File: src/rtl/alu_issue_if.sv
// rtl/alu_issue_if.sv - handshake and ALU bus bundle for alu_issue
//
// Purpose: groups the decode-side request, ALU drive/return and writeback
//          response signals of alu_issue into one bundle.
// Modports:
//   slave  - the issue block: takes in_*, result, out_ready; drives
//            in_ready, func, op_0, op_1, out_*.
//   master - the surrounding pipeline/ALU: the mirror image.

interface alu_issue_if;
  logic        in_valid;
  logic        in_ready;
  logic [31:0] in_instr;
  logic [31:0] in_rs_val;
  logic [31:0] in_rt_val;
  logic [5:0]  func;
  logic [31:0] op_0;
  logic [31:0] op_1;
  logic [31:0] result;
  logic        out_valid;
  logic        out_ready;
  logic [31:0] out_result;
  logic [4:0]  out_rd;
  logic        out_err;

  modport slave (
    input  in_valid, in_instr, in_rs_val, in_rt_val, result, out_ready,
    output in_ready, func, op_0, op_1, out_valid, out_result, out_rd, out_err
  );

  modport master (
    output in_valid, in_instr, in_rs_val, in_rt_val, result, out_ready,
    input  in_ready, func, op_0, op_1, out_valid, out_result, out_rd, out_err
  );
endinterface

File: src/rtl/alu_issue.sv
// rtl/alu_issue.sv - MIPS R-type ALU issue stage with multi-cycle mult/div hold
//
// Purpose: accepts one instruction at a time, decodes it to an ALU func code
//          and operands, holds them on the ALU for 1 cycle (or MULDIV_CYCLES
//          for mult/multu/div/divu), captures the ALU result and offers it to
//          writeback until consumed.
// Parameter: MULDIV_CYCLES (1..15) - ALU hold time for mult/div operations.
// Optional feature: define ALU_IMM_EN to decode addi/addiu/andi/ori/xori.
// Ports:
//   clk   - clock, rising edge
//   rst_n - asynchronous active-low reset
//   bus   - alu_issue_if.slave: in_* request, func/op_0/op_1/result ALU
//           drive, out_* writeback response

module alu_issue #(
  parameter int MULDIV_CYCLES = 4
) (
  input logic        clk,
  input logic        rst_n,
  alu_issue_if.slave bus
);

  typedef enum logic [1:0] {IDLE, EXEC, WAIT, DONE} state_t;

  localparam logic [3:0] LP_CNT_LOAD = 4'(MULDIV_CYCLES - 1);

  state_t      r_state;
  state_t      w_state_nxt;
  logic [3:0]  r_cnt;
  logic [5:0]  r_func;
  logic [31:0] r_op_0;
  logic [31:0] r_op_1;
  logic [31:0] r_result;
  logic [4:0]  r_rd;
  logic        r_err;
  logic        r_muldiv;

  logic [5:0]  w_opcode;
  logic [5:0]  w_funct;
  logic        w_legal;
  logic        w_muldiv;
  logic [5:0]  w_func;
  logic [31:0] w_op_0;
  logic [31:0] w_op_1;
  logic [4:0]  w_rd;
  logic        w_accept;
  logic        w_capture;
  logic        w_unused_bits;

  assign w_opcode      = bus.in_instr[31:26];
  assign w_funct       = bus.in_instr[5:0];
  assign w_unused_bits = ^bus.in_instr[25:16];

  always_comb begin
    w_legal  = 1'b0;
    w_muldiv = 1'b0;
    w_func   = 6'h00;
    w_op_0   = bus.in_rs_val;
    w_op_1   = bus.in_rt_val;
    w_rd     = bus.in_instr[15:11];
    if (w_opcode == 6'h00) begin
      w_legal = 1'b1;
      case (w_funct)
        6'h20: w_func = 6'h00;
        6'h21: w_func = 6'h01;
        6'h22: w_func = 6'h02;
        6'h23: w_func = 6'h03;
        6'h18: begin w_func = 6'h04; w_muldiv = 1'b1; end
        6'h19: begin w_func = 6'h05; w_muldiv = 1'b1; end
        6'h1A: begin w_func = 6'h06; w_muldiv = 1'b1; end
        6'h1B: begin w_func = 6'h07; w_muldiv = 1'b1; end
        6'h24: w_func = 6'h08;
        6'h25: w_func = 6'h09;
        6'h26: w_func = 6'h10;
        6'h27: w_func = 6'h11;
        // Shifts: the shifted value is rt, the amount is the shamt field.
        6'h00: begin w_func = 6'h12; w_op_0 = bus.in_rt_val; w_op_1 = {27'd0, bus.in_instr[10:6]}; end
        6'h03: begin w_func = 6'h13; w_op_0 = bus.in_rt_val; w_op_1 = {27'd0, bus.in_instr[10:6]}; end
        6'h02: begin w_func = 6'h14; w_op_0 = bus.in_rt_val; w_op_1 = {27'd0, bus.in_instr[10:6]}; end
        default: w_legal = 1'b0;
      endcase
    end
`ifdef ALU_IMM_EN
    else begin
      w_legal = 1'b1;
      w_rd    = bus.in_instr[20:16];
      case (w_opcode)
        6'h08: begin w_func = 6'h00; w_op_1 = {{16{bus.in_instr[15]}}, bus.in_instr[15:0]}; end
        6'h09: begin w_func = 6'h01; w_op_1 = {{16{bus.in_instr[15]}}, bus.in_instr[15:0]}; end
        6'h0C: begin w_func = 6'h08; w_op_1 = {16'd0, bus.in_instr[15:0]}; end
        6'h0D: begin w_func = 6'h09; w_op_1 = {16'd0, bus.in_instr[15:0]}; end
        6'h0E: begin w_func = 6'h10; w_op_1 = {16'd0, bus.in_instr[15:0]}; end
        default: w_legal = 1'b0;
      endcase
    end
`endif
  end

  assign w_accept = (r_state == IDLE) && bus.in_valid;

  always_ff @(posedge clk or negedge rst_n) begin
    if (!rst_n) r_state <= IDLE;
    else        r_state <= w_state_nxt;
  end

  always_comb begin
    w_state_nxt = r_state;
    w_capture   = 1'b0;
    case (r_state)
      IDLE: if (bus.in_valid) w_state_nxt = w_legal ? EXEC : DONE;
      EXEC: begin
        if (r_muldiv && (r_cnt != 4'd0)) begin
          w_state_nxt = WAIT;
        end else begin
          w_capture   = 1'b1;
          w_state_nxt = DONE;
        end
      end
      // The counter reaches zero on the edge that leaves WAIT.
      WAIT: begin
        if (r_cnt <= 4'd1) begin
          w_capture   = 1'b1;
          w_state_nxt = DONE;
        end
      end
      DONE: if (bus.out_ready) w_state_nxt = IDLE;
      default: w_state_nxt = IDLE;
    endcase
  end

  always_ff @(posedge clk or negedge rst_n) begin
    if (!rst_n) begin
      r_cnt    <= 4'd0;
      r_func   <= 6'd0;
      r_op_0   <= 32'd0;
      r_op_1   <= 32'd0;
      r_result <= 32'd0;
      r_rd     <= 5'd0;
      r_err    <= 1'b0;
      r_muldiv <= 1'b0;
    end else begin
      if (w_accept) begin
        // Illegal instructions skip the ALU entirely, so nothing is driven.
        r_func   <= w_legal ? w_func : 6'd0;
        r_op_0   <= w_legal ? w_op_0 : 32'd0;
        r_op_1   <= w_legal ? w_op_1 : 32'd0;
        r_rd     <= w_legal ? w_rd : 5'd0;
        r_muldiv <= w_legal && w_muldiv;
        r_cnt    <= (w_legal && w_muldiv) ? LP_CNT_LOAD : 4'd0;
        r_result <= 32'd0;
        r_err    <= !w_legal;
      end else if ((r_state == WAIT) && (r_cnt != 4'd0)) begin
        r_cnt <= r_cnt - 4'd1;
      end
      if (w_capture) begin
        r_result <= bus.result;
        r_func   <= 6'd0;
        r_op_0   <= 32'd0;
        r_op_1   <= 32'd0;
      end
    end
  end

  assign bus.in_ready   = (r_state == IDLE);
  assign bus.out_valid  = (r_state == DONE);
  assign bus.func       = r_func;
  assign bus.op_0       = r_op_0;
  assign bus.op_1       = r_op_1;
  assign bus.out_result = r_result;
  assign bus.out_rd     = r_rd;
  assign bus.out_err    = r_err;

endmodule
File: src/flat_wrapper.sv
// flat-port wrapper written by rule: the top's interface ports become plain ports
module alu_issue_flat 
#(
  parameter int MULDIV_CYCLES = 4
)
  (clk, rst_n, bus_in_valid, bus_in_instr, bus_in_rs_val, bus_in_rt_val, bus_result, bus_out_ready, bus_in_ready, bus_func, bus_op_0, bus_op_1, bus_out_valid, bus_out_result, bus_out_rd, bus_out_err);
  alu_issue_if bus_i ();
  input logic clk;
  input logic rst_n;
  input wire logic [$bits(bus_i.in_valid)-1:0] bus_in_valid;
  input wire logic [$bits(bus_i.in_instr)-1:0] bus_in_instr;
  input wire logic [$bits(bus_i.in_rs_val)-1:0] bus_in_rs_val;
  input wire logic [$bits(bus_i.in_rt_val)-1:0] bus_in_rt_val;
  input wire logic [$bits(bus_i.result)-1:0] bus_result;
  input wire logic [$bits(bus_i.out_ready)-1:0] bus_out_ready;
  output wire logic [$bits(bus_i.in_ready)-1:0] bus_in_ready;
  output wire logic [$bits(bus_i.func)-1:0] bus_func;
  output wire logic [$bits(bus_i.op_0)-1:0] bus_op_0;
  output wire logic [$bits(bus_i.op_1)-1:0] bus_op_1;
  output wire logic [$bits(bus_i.out_valid)-1:0] bus_out_valid;
  output wire logic [$bits(bus_i.out_result)-1:0] bus_out_result;
  output wire logic [$bits(bus_i.out_rd)-1:0] bus_out_rd;
  output wire logic [$bits(bus_i.out_err)-1:0] bus_out_err;
  assign bus_i.in_valid = bus_in_valid;
  assign bus_i.in_instr = bus_in_instr;
  assign bus_i.in_rs_val = bus_in_rs_val;
  assign bus_i.in_rt_val = bus_in_rt_val;
  assign bus_i.result = bus_result;
  assign bus_i.out_ready = bus_out_ready;
  assign bus_in_ready = bus_i.in_ready;
  assign bus_func = bus_i.func;
  assign bus_op_0 = bus_i.op_0;
  assign bus_op_1 = bus_i.op_1;
  assign bus_out_valid = bus_i.out_valid;
  assign bus_out_result = bus_i.out_result;
  assign bus_out_rd = bus_i.out_rd;
  assign bus_out_err = bus_i.out_err;
  alu_issue #(.MULDIV_CYCLES(MULDIV_CYCLES)) u_core (.clk(clk), .rst_n(rst_n), .bus(bus_i));
endmodule
File: config.mk
export PLATFORM = sky130hd
export DESIGN_NAME = alu_issue_flat
export DESIGN_NICKNAME = d
export VERILOG_FILES = /design/src/rtl/alu_issue_if.sv /design/src/rtl/alu_issue.sv /design/src/flat_wrapper.sv
export SDC_FILE = /design/constraint.sdc
export NUM_CORES = 1
export LEC_CHECK = 0
export ABC_AREA = 0
export CAP_MARGIN = 10
export CORE_UTILIZATION = 39
export CTS_BUF_LIST = sky130_fd_sc_hd__clkbuf_2
export CTS_CLUSTER_SIZE = 24
export DETAILED_ROUTE_END_ITERATION = 10
export PLACE_DENSITY = 0.79
export SYNTH_ARGS = -nofsm -noshare
export SYNTH_HDL_FRONTEND = slang
export SYNTH_SLANG_ARGS = --single-unit
File: constraint.sdc
create_clock -name clk -period 2.2 [get_ports clk]
set_input_delay 0.22 -clock clk [delete_from_list [all_inputs] [get_ports clk]]
set_output_delay 0.22 -clock clk [all_outputs]
set_load 0.02 [all_outputs]
# Word-level counts from Yosys, hierarchy flattened
# Index checks and enable logic that the tools add are counted.
# classes
reduce_logical	15
eq_ne	20
muxes	34
addsub	1
magnitude_cmp	1
# op_table
op	count
2-to-1 mux 32 bit	12
one-hot mux 5 bit (14 select lines)	1
== test 6 bit, second input constant	8
== test 6 x 5 -> 1 bit, second input constant	4
2-to-1 mux 6 bit	4
OR reduction 15 bit	1
== test 6 x 2 -> 1 bit, second input constant	2
zero test 6 bit	2
2-to-1 mux 2 bit	5
2-to-1 mux 4 bit	2
one-hot mux 2 bit (4 select lines)	1
2-to-1 mux 1 bit	7
2-to-1 mux 5 bit	1
== test 2 bit, second input constant	2
less-or-equal comparator 4 x 1 -> 1 bit, second input constant	1
logical AND 1 bit	4
inequality test 2 bit, second input constant	2
nonzero test 2 bit	2
nonzero test 4 bit	1
OR reduction 4 bit	1
subtractor 4 x 1 -> 4 bit, second input constant	1
AND reduction 3 bit	1
OR reduction 3 bit	1
== test 2 x 1 -> 1 bit, second input constant	1
other kinds (4)	4
# word_totals
wordCells	80
reg_bits	115
output_inout_bits	110
in_bits	132

# Depth between registers and ports, before layout
# depth
word_depth	7
ltp_mapped	9
mapped_depth_nobuf	7

# Worst setup path before layout
# No wires, ideal clock.
# synth_timing
path_kind	register -> register
startpoint	register u_core.r_cnt[0]
endpoint	register u_core.r_op_1[24] (netlist: u_core.bus.op_1[24])
path_stages_with_launch	10
setup_time_ns	0.119
t_arrival_ns	2.051
slack_ns	0.030
period_less_slack_ns	2.170
required_ns	2.081
path_buffers	2
path_cell_list	dfrtp_1 -> inv_1 -> ha_1 -> or3b_2 -> a21boi_0 -> o21ai_2 -> buf_2 -> buf_2 -> nand3_1 -> o21ai_2
# synth_via
elab_chain_len	5
word_cells_on_any_way	8
cone_classes	order compare (1); mux (4); reduce/logical (3)
# synth_rtl
item	line_no	rtl
from (decl)	alu_issue.sv:29	logic [3:0] r_cnt;
from (signal assigned)	alu_issue.sv:149	r_cnt <= (w_legal && w_muldiv) ? LP_CNT_LOAD : 4'd0;
from (signal assigned)	alu_issue.sv:153	r_cnt <= r_cnt - 4'd1;
parallel branches: the longest is 3 deep, another holds less-or-equal comparator 4 x 1 -> 1 bit	n/a	
one-hot mux 1 bit (2 select lines) (*)	alu_issue.sv:109	case (r_state)
2-to-1 mux 32 bit / nonzero test 2 bit (equally long branches)	n/a	
to (signal assigned)	alu_issue.sv:146	r_op_1 <= w_legal ? w_op_1 : 32'd0;
to (decl)	alu_issue.sv:32	logic [31:0] r_op_1;
# Every way passes the cells marked *.
# A chain may end at the register's enable or synchronous reset.

# Final worst setup path
# layout_timing
startpoint	register u_core.r_cnt[1]
endpoint	register u_core.r_op_0[8] (netlist: u_core.bus.op_0[8])
# layout_via
elab_chain_len	5
word_cells_on_any_way	8
cone_classes	order compare (1); mux (4); reduce/logical (3)
# layout_rtl
item	line_no	rtl
parallel branches: the longest is 3 deep, another holds less-or-equal comparator 4 x 1 -> 1 bit	n/a	
one-hot mux 1 bit (2 select lines) (*)	alu_issue.sv:109	
2-to-1 mux 32 bit / nonzero test 2 bit (equally long branches)	n/a	
to (signal assigned)	alu_issue.sv:145	r_op_0 <= w_legal ? w_op_0 : 32'd0;
to (decl)	alu_issue.sv:31	logic [31:0] r_op_0;
# Marked as above.

==> results.sh <==
export IMPL_synth_top_cell_area_share_pct=54.56
export IMPL_timing_final_hold_violations=0
export IMPL_power_sequential_fraction_pct=37.5
export IMPL_part_of_the_total_power_dissipated_in_the_clock_network_pct=14.9
export IMPL_whs_path_depth=3
export IMPL_finalClockSkew_ns=0.02826
export IMPL_synth_largest_area_cell="sky130_fd_sc_hd__dfrtp_1"
export IMPL_synth_top_family_by_area="simple AND/OR/NAND/NOR gates"
export IMPL_ys_flop_type="sky130_fd_sc_hd__dfrtp_1"
export IMPL_layout_cell_area_non_filler_mm2=0.008103
export IMPL_rsz0062_at_grt="no"
export IMPL_port_buffers=230
export IMPL_result_of_the_run="complete, no violations"
export IMPL_mapped_area_mm2=0.005229
export IMPL_synth_async_reset_ratio_pct=100.0
export IMPL_synth_simple_gate_area_share_pct=17.28
export IMPL_synthesis_instances=507
export IMPL_synth_yosys_warnings=0
export IMPL_synthesized_area_divided_by_synthesized_cell_count_um2=10.31
export IMPL_antenna_violations_before_repair=0
export IMPL_initialDrtViolationCount=299
export IMPL_worstMarginPinSlew_ns=0.6401
export IMPL_globalRoute_totalOverflow=0
export IMPL_synth_area_mux_share_pct=7.083
export IMPL_max_freq_mhz=482.3
export IMPL_p_comb_share_pct=47.5
export IMPL_post_layout_nonfiller_instances=941
export IMPL_worstPathArrival_ns=2.62
export IMPL_grt_max_degree=57
export IMPL_synth_fa_ha_area_share_pct=1.675
export IMPL_die_footprint_mm2=0.01387
export IMPL_rr_startpoint="u_core.r_cnt[1]"
export IMPL_postSynthNetCount=646
export IMPL_maxCapViolations=0
export IMPL_critPathKind="flip-flop to flip-flop"
export IMPL_detail_route_first_pass_iterations=5
export IMPL_timing_max_slew_rel_slack_pct=57.33
export IMPL_switchingPower_mw=2.837
export IMPL_cts_sinks=114
export IMPL_rr_worst_depth=9
export IMPL_numCtsBuffers=17
export IMPL_grt_usage_pct=22.84
export IMPL_grt_first_pass_wirelength_mm=24.93
export IMPL_chipWidth_um=117.8
export IMPL_timing_hold_worst_start="bus_result[12]"
export IMPL_first_global_vias=4930
export IMPL_clock_root_buffer="sky130_fd_sc_hd__clkbuf_2"
export IMPL_timing_final_crit_share_pct=94.24
export IMPL_power_density_mw_per_mm2=851.3
export IMPL_gpl_final_weighted_congestion=0.7813
export IMPL_placeableCoreArea_mm2=0.01282
export IMPL_tritoncts="built"
export IMPL_start_util_pct=40.77
export IMPL_yosys_register_bits=114
export IMPL_routedWlPerCell_um=16.46
export IMPL_yosysUniqueCellTypes=45
export IMPL_dr_total_vias=4786
export IMPL_maxSlewViolCount=0
export IMPL_whs_endpoint="u_core.bus.out_result[12]"
export IMPL_cts_max_path_buffers=2
export IMPL_finalWirelength_mm=15.49
export IMPL_path_clk_slew_ns=0.16
export IMPL_reg2reg_slack_ns=0.13
export IMPL_floorplan_rows=41
export IMPL_power_share_switching_pct=41.13
export IMPL_crit_path_end_kind="flip-flop"
export IMPL_fp_dieH_um=117.8
export IMPL_timing_critical_path_required_ns=2.75
export IMPL_cellInternalPower_mw=4.061
export IMPL_htree_num_levels=4
export IMPL_antenna_diode_count=0
export IMPL_finish_utilization_pct=63.18
export IMPL_placedInstanceArea_mm2=0.007810
export IMPL_post_dp_hpwl_mm=11.06
export IMPL_holdWs_ns=0.08890
export IMPL_fraction_of_layout_cells_with_a_size_suffix_above_1_pct=9.493
export IMPL_path_max_fanout=18
export IMPL_ios=242
export IMPL_area_growth_synth_to_final_pct=54.97
export IMPL_timing_final_ws_setup_ns=0.1268
export IMPL_vias_per_cell=5.086
export IMPL_netlist_top_cells_area="sky130_fd_sc_hd__dfrtp_1 (55%), sky130_fd_sc_hd__nand2_1 (7.7%), sky130_fd_sc_hd__mux2i_1 (7.1%)"
export IMPL_drc_viols=0
export IMPL_post_route_min_period_ns=2.073
export IMPL_p_leak_nw=3.845
export IMPL_complex_gate_fraction_of_the_synthesized_area_pct=13.71
export IMPL_r2r_end="u_core.bus.op_0[8]"
export IMPL_yosys_area_share_xor_xnor_pct=0.5025
export IMPL_dpl_worst_slack_ns=-0.07669
export IMPL_nNetsFinal=896
export IMPL_min_delay_path_class="primary input to flip-flop"
export IMPL_clkLatencyLatePin_ns=0.66
export IMPL_peakVddDrop_mv=0.4986
export IMPL_post_place_cells=898
export IMPL_ant_nets=0
export IMPL_sequential_element_share_of_the_synthesized_area_pct=54.56
export IMPL_final_setup_viol_count=0
export IMPL_synth_edff_count=0
export IMPL_worstSetupStartpointType="flip-flop"
==> Yosys cell counts (2+ instances only) <==
library cell / n
sky130_fd_sc_hd__a32oi_1: 4
sky130_fd_sc_hd__ha_1: 7
sky130_fd_sc_hd__nor4_1: 3
sky130_fd_sc_hd__nand2_1: 107
sky130_fd_sc_hd__o21ai_1: 17
sky130_fd_sc_hd__o21ai_0: 19
sky130_fd_sc_hd__nand3_1: 61
sky130_fd_sc_hd__clkbuf_1: 10
sky130_fd_sc_hd__o31ai_1: 2
sky130_fd_sc_hd__buf_6: 7
sky130_fd_sc_hd__mux2i_1: 37
sky130_fd_sc_hd__buf_1: 5
sky130_fd_sc_hd__and2_1: 3
sky130_fd_sc_hd__nor2_1: 18
sky130_fd_sc_hd__o2bb2ai_1: 37
sky130_fd_sc_hd__buf_2: 9
sky130_fd_sc_hd__o22ai_1: 2
sky130_fd_sc_hd__xor2_1: 2
sky130_fd_sc_hd__inv_1: 7
sky130_fd_sc_hd__a21oi_1: 8
sky130_fd_sc_hd__buf_4: 2
sky130_fd_sc_hd__o21ai_2: 4
sky130_fd_sc_hd__dfrtp_1: 114
==> power groups by stage <==
stage               logic [mW]  registers [mW]  clock network [mW]
finish                    3.28            2.59                1.03
global route              3.56            2.62                1.18
CTS                       3.25            2.59                1.09
detailed placement        3.24            2.63                   0
global placement          3.14            2.61                   0
floorplan                 1.60            2.91                   0
==> metrics by stage <==
stage / setup TNS, ns / power (mW)
floorplan: 0 / 4.502
global placement: 0 / 5.753
detailed placement: -2.443 / 5.868
CTS: 0 / 6.928
global route: 0 / 7.367
finish: 0 / 6.898
==> timing repair <==
| item | 4_1_cts | 5_1_grt |
|---|---|---|
| setup endpoints to repair | 88 | 98 |
| hold endpoints to repair | 69 | 2 |
| resized for setup | 2 | 3 |
| buffers inserted | 0 | 1 |
| pin swaps | 0 | 1 |
| cloned | 0 | 1 |
| hold buffers | 8 | 2 |
==> sequential cells by signal, summed over array words and instances (netlist names) <==
name                   count
u_core.bus.out_err         1
u_core.bus.out_rd          5
u_core.bus.op_1           32
u_core.r_state             2
u_core.bus.out_result     32
u_core.bus.func            5
u_core.bus.op_0           32
u_core.r_muldiv            1
u_core.r_cnt               4
==> cells in the final DEF, fill, tap and decap left out, drive strengths merged, types with 4 or more instances in the layout <==
cell type / count
o21ai: 40
dfrtp: 114
a21oi: 8
nand2: 108
mux2i: 37
buf: 26
clkbuf: 23
ha: 7
a32oi: 4
nor2: 18
clkinv: 8
nand3: 61
clkdlybuf4s50: 227
dlygate4sd3: 10
inv: 7
o2bb2ai: 37
==> layout make-up <==
cell class	instances	area [um^2]
fill	1062	4722
sequential	114	2853
timing repair buffer	266	2726
multi-input combinational	351	2130
tap	172	215.2
clock buffer	22	110.1
clock inverter	9	42.54
inverter	7	26.28
==> kinds of logic (layout without fill, tap and decap cells) <==
logic type | count (synthesis) | after routing
AO/OA/AOI/OAI | 101 | 101
XOR/XNOR | 3 | 3
adder cells (fa/ha/maj) | 7 | 7
buffers and inverters | 42 | 304
flip-flops | 114 | 114
multiplexers | 37 | 37
other | 1 | 1
AND/OR/NAND/NOR | 202 | 202
==> critical path, stage by stage (launching register included) <==
cell and delay [ns]:
sky130_fd_sc_hd__dfrtp_1 0.42, sky130_fd_sc_hd__inv_1 0.10, sky130_fd_sc_hd__ha_1 0.14, sky130_fd_sc_hd__or3b_2 0.48
sky130_fd_sc_hd__a21boi_2 0.19, sky130_fd_sc_hd__buf_4 0.14, sky130_fd_sc_hd__o21ai_4 0.08, sky130_fd_sc_hd__nand2_4 0.13
sky130_fd_sc_hd__clkbuf_16 0.20, sky130_fd_sc_hd__o2bb2ai_1 0.08
==> worst max-delay path by stage <==
stage,from,to,slack [ns]
floorplan,u_core.r_cnt[0],u_core.bus.op_1[24],0.03
global placement,u_core.r_cnt[1],u_core.bus.op_0[15],0.03
detailed placement,u_core.r_cnt[1],u_core.bus.op_0[10],-0.08
CTS,u_core.r_state[0],bus_in_ready,0.02
global route,u_core.r_state[0],u_core.bus.op_0[2],0.004
finish,u_core.r_cnt[1],u_core.bus.op_0[8],0.13
==> per-layer routing <==
metal  vias up  GRT usage [%]  routed length, um
li1       2279              -                  -
met1      2309          27.11               6457
met2       168          37.57               7711
met3        30          7.316                970
met5         -              0                  0
met4         0          10.50                346
No activity file was read; power rests on OpenSTA's default activity.
